File: src/rtl/ui_input_conditioner.sv
// Pin conditioner for the UI controller: syncs, debounces and normalises KEY/SW, keeps sticky key-press flags.
// Optional macro UI_INPUT_IRQ_EN enables the registered irq output (otherwise irq is tied low).
module ui_input_conditioner #(
  parameter int NKEYS           = 4,
  parameter int NSW             = 10,
  parameter int DEBOUNCE_CYCLES = 250000,
  parameter int KEY_ACTIVE_LOW  = 1
) (
  input  logic             clk,
  input  logic             reset,
  input  logic [NKEYS-1:0] key_raw,
  input  logic [NSW-1:0]   sw_raw,
  input  logic [NKEYS-1:0] press_clr,
  output logic [NKEYS-1:0] key_clean,
  output logic [NSW-1:0]   sw_clean,
  output logic [NKEYS-1:0] key_press,
  output logic             irq
);

  localparam int NB = NKEYS + NSW;
  localparam int CW = $clog2(DEBOUNCE_CYCLES + 1);
  localparam logic [CW-1:0] CNT_MAX = CW'(DEBOUNCE_CYCLES - 1);

  logic [NKEYS-1:0] key_lvl;
  logic [NB-1:0]    raw_lvl;
  logic [NB-1:0]    sync_p0;
  logic [NB-1:0]    sync_p1;
  logic [NB-1:0]    clean_p2;
  logic [CW-1:0]    cnt_p2 [NB];
  logic [NKEYS-1:0] key_clean_d;
  logic [NKEYS-1:0] rise;
  logic [NKEYS-1:0] press_q;
  logic [NKEYS-1:0] press_next;

  // Keys and switches share one sync/debounce path; keys sit in the low bits.
  assign key_lvl = (KEY_ACTIVE_LOW != 0) ? ~key_raw : key_raw;
  assign raw_lvl = {sw_raw, key_lvl};

  // Stage p0/p1: two-flop synchroniser
  always_ff @(posedge clk) begin
    if (reset) begin
      sync_p0 <= '0;
      sync_p1 <= '0;
    end else begin
      sync_p0 <= raw_lvl;
      sync_p1 <= sync_p0;
    end
  end

  // Stage p2: per-bit debounce; any return to the accepted level restarts the count
  always_ff @(posedge clk) begin
    if (reset) begin
      clean_p2 <= '0;
      for (int i = 0; i < NB; i++) cnt_p2[i] <= '0;
    end else begin
      for (int i = 0; i < NB; i++) begin
        if (sync_p1[i] == clean_p2[i]) begin
          cnt_p2[i] <= '0;
        end else if (cnt_p2[i] == CNT_MAX) begin
          clean_p2[i] <= sync_p1[i];
          cnt_p2[i]   <= '0;
        end else begin
          cnt_p2[i] <= cnt_p2[i] + CW'(1);
        end
      end
    end
  end

  // Stage p3: edge detect and sticky flags; a rise beats a simultaneous clear
  assign rise       = clean_p2[NKEYS-1:0] & ~key_clean_d;
  assign press_next = rise | (press_q & ~press_clr);

  always_ff @(posedge clk) begin
    if (reset) begin
      key_clean_d <= '0;
      press_q     <= '0;
    end else begin
      key_clean_d <= clean_p2[NKEYS-1:0];
      press_q     <= press_next;
    end
  end

`ifdef UI_INPUT_IRQ_EN
  always_ff @(posedge clk) begin
    if (reset) irq <= 1'b0;
    else       irq <= |press_next;
  end
`else
  assign irq = 1'b0;
`endif

  assign key_clean = clean_p2[NKEYS-1:0];
  assign sw_clean  = clean_p2[NB-1:NKEYS];
  assign key_press = press_q;

endmodule

File: config.mk
export PLATFORM = sky130hd
export DESIGN_NAME = ui_input_conditioner
export DESIGN_NICKNAME = d
export VERILOG_FILES = /design/src/rtl/ui_input_conditioner.sv
export SDC_FILE = /design/constraint.sdc
export NUM_CORES = 1
export LEC_CHECK = 0
export ABC_AREA = 1
export BUFFER_PORTS_ARGS = -buffer_cell sky130_fd_sc_hd__buf_2
export CAP_MARGIN = 20
export CORE_UTILIZATION = 48
export DETAILED_ROUTE_END_ITERATION = 8
export SETUP_SLACK_MARGIN = 0.15
export SYNTH_ARGS = -nofsm -noshare
export SYNTH_HDL_FRONTEND = slang
export SYNTH_SLANG_ARGS = --single-unit
export TNS_END_PERCENT = 100
File: constraint.sdc
create_clock -name clk -period 2.87 [get_ports clk]
set_clock_uncertainty 0.2 [all_clocks]
set_input_delay 0.574 -clock clk [delete_from_list [all_inputs] [get_ports clk]]
set_output_delay 0.574 -clock clk [all_outputs]
set_load 0.02 [all_outputs]
==> results.md <==
* CP Launch Type: flop
* Detailed Place HPWL at 24.8 mm
* CTS tree: done
* Final Cell Area at 19900 µm²
* Worst Setup SP: cnt_p2[0][36]
* Pin count of the biggest net entering global routing at 27
* Hold Fails Final Rpt at 0
* Max Clk Rate at 503 MHz
* Post-synth EDFFs at 252
* WL/cell at 11.3 µm
* Placed cells at 2899
* Vias/cell at 4.65
* First DRT Iteration DRCs at 710
* Final ANT Viol Nets at 0
* CTS sink count at 302
* Setup crit end kind: flop
* Starting Density at 48.5%
* I/O Buffers at 37
* Area grow syn2layout at 15.7%
* Hold_buf cts at 3
* Seq/Total Area, Yosys at 49.7%
* Crit path time final at 1.99 ns
* Slew Limit Fails at 0
* Clk pin slew, worst setup/hold paths at 0.05 ns
* Ratio of cells with drive above 1 in the final layout at 7.34%
* Placed inst area at 18800 µm²
* Area contributors post-synth: edfxtp_1, nand2_1, nor2_1
* Wirelength, routed at 33.4 mm
* Clk buf depth at 3
* Crit path to: cnt_p2[0][45]
* Drt first pass iters at 5
* Gpl congestion at 0.881
* Max Cap Viol at 0
* Crit-path max FO at 16
* Period utilization at 69.2%
* Vias in the first global route at 13.2k
* Initial antenna violation count at 1
* Yosys cell types at 37
* Total negative slack at 0 ns
* GRT busiest layer: met2
* Final core utilization at 56.2%
* Worst EP arrival at 2.03 ns
* Num CTS Buffers at 37
* Min-delay worst type: input port to flop
* Clock root cell: clkbuf_16
* Die Y at 191 µm
* Core ar. at 35500 µm²
* DIE AREA at 36600 µm²
* Grt total ovfl at 0
* Total leakage power at 7.96 nW
* Top Ports at 39
* Most frequently used flop master after synthesis: edfxtp_1
* Met2 usage at 31.7%
* Post-Syn Instances at 2168
* R2R Setup Slk at 0.88 ns
* NumNets Final at 2514
* FP Rows at 69
* Mapped cell area at 17200 µm²
* Post-CTS Setup Bufs at 0
* RR Startpoint: cnt_p2[0][36]
* Commonest cells post-synth: nand2_1, nor2_1, inv_1
* Tot GR Track Use at 19.2%
* H-tree Lvls at 2
* Post-synthesis register bit count at 302
* Global-route wire length before repair at 58.7 mm
* Post-route insts no fill at 2968
* Clk Latency, worst-skew pair at 0.52 ns
* Reg2Reg Capture Point: cnt_p2[0][45]
* Setup Viol. Count Final at 0
* Drc violations at 0
* CTS resizes at 0
* Avg Synthesized Cell Area at 7.95 µm²
* RSZ-0062 raised after global routing: false
* Area leader, netlist: edfxtp_1
* Most frequent cell after synthesis: nand2_1
* P per Cell Area at 497 nW/µm²
* YS warnings at 0
* Top cell type's share of synthesized area at 43.9%
* Outcome: finished, final reports clean
* Met3 usage in global routing at 3.64%
* GR Layer Usage met1 at 25.9%
* R2R depth at 6
* Fillers at 3341
* Die W at 191 µm
* Critical path type: flop to flop
* Worst vdd ir at 0.000461 V
* Vias at 13.8k
* Asr flop ratio synth at 0%
* CP Data Required Time at 2.92 ns
==> cell families (layout without fill, tap and decap cells) <==
kind of cell,count (synthesis),after routing,share of synthesized area (%)
fa+ha+maj,14,14,1.02
xor+xnor,94,94,4.78
buf+inv,294,381,7.07
compound gates,192,192,5.91
flops,302,302,49.7
other cells,2,254,0.0436
simple gates,1270,1270,31.4
==> sequential cells by signal (all words and copies together) (netlist names) <==
name / flops
clean_p2: 14
cnt_p2: 252
key_clean_d: 4
key_press: 4
sync_p0: 14
sync_p1: 14
==> cells in the final DEF (no fill, tap or decap), types with 2 or more instances in the layout <==
cell	count
nand2_1	517
nor2_1	474
inv_1	268
conb_1	253
edfxtp_1	252
nand3_1	123
a21oi_1	120
xor2_1	71
o21ai_0	57
dfxtp_1	50
nand4_1	37
clkbuf_16	37
buf_2	37
nor2_2	30
xnor2_1	23
nand2_2	18
nor3_1	17
or2_0	15
ha_1	14
clkbuf_1	11
nor2_4	10
nand3_2	8
clkinv_2	8
nand2_4	7
or2_2	7
clkbuf_8	6
o21bai_1	5
o32ai_1	4
nand3b_1	4
inv_2	3
a21oi_2	3
dlygate4sd3_1	3
buf_4	3
inv_4	2
nor3_2	2
clkinv_1	2
==> stage by stage <==
step                total power [W]  worst slack [ns]  hold slack (ns)
floorplan                   0.00550              1.09            0.188
global placement            0.00561             0.727            0.191
detailed placement          0.00563             0.666            0.194
CTS                          0.0101             0.854           0.0173
global route                 0.0104             0.676           0.0159
finish                      0.00991             0.883           0.0316
==> power breakdown <==
part	switching, W	leakage, nW	internal, W
Combinational	0.000302	4.39	0.000145
Clock	0.00175	0.561	0.00261
Sequential	0.000177	3.01	0.00492
==> final cells by class <==
type,instances,area (µm²),area share (%)
tap,461,577,2.89
timing repair buffer,43,238,1.19
clock inverter,11,77.6,0.389
inverter,273,1030,5.17
sequential,302,8570,43.0
antenna,1,2.50,0.0126
multi-input combinational,1823,8380,42.1
clock buffer,54,1050,5.27
==> worst min-delay path by stage <==
stage / slack (ns) / endpoint / start / cells after the start
after floorplan: 0.19 / sync_p1[0] / sync_p0[0] / 2
after global placement: 0.19 / sync_p1[11] / sync_p0[11] / 2
after detailed placement: 0.19 / sync_p1[5] / sync_p0[5] / 2
after CTS: 0.02 / sync_p0[3] / key_raw[3] / 2
after global routing: 0.02 / sync_p0[3] / key_raw[3] / 2
final: 0.03 / sync_p0[3] / key_raw[3] / 2
==> per-layer routing <==
layer  vias to the layer above  part of all wire (%)
met1                      6235                    49
met4                         0                   1.6
met5                         -                     0
met3                        50                   4.0
met2                       166                    45
li1                       7358                     -
==> critical path, stage by stage, from the launching register on <==
cell      delay [ns]
edfxtp_1        0.41
ha_1            0.22
nand2_1         0.11
nor2_4          0.18
nand3_2         0.13
o21bai_4        0.38
nor3_1          0.09
(Power assumes the default switching activity.)
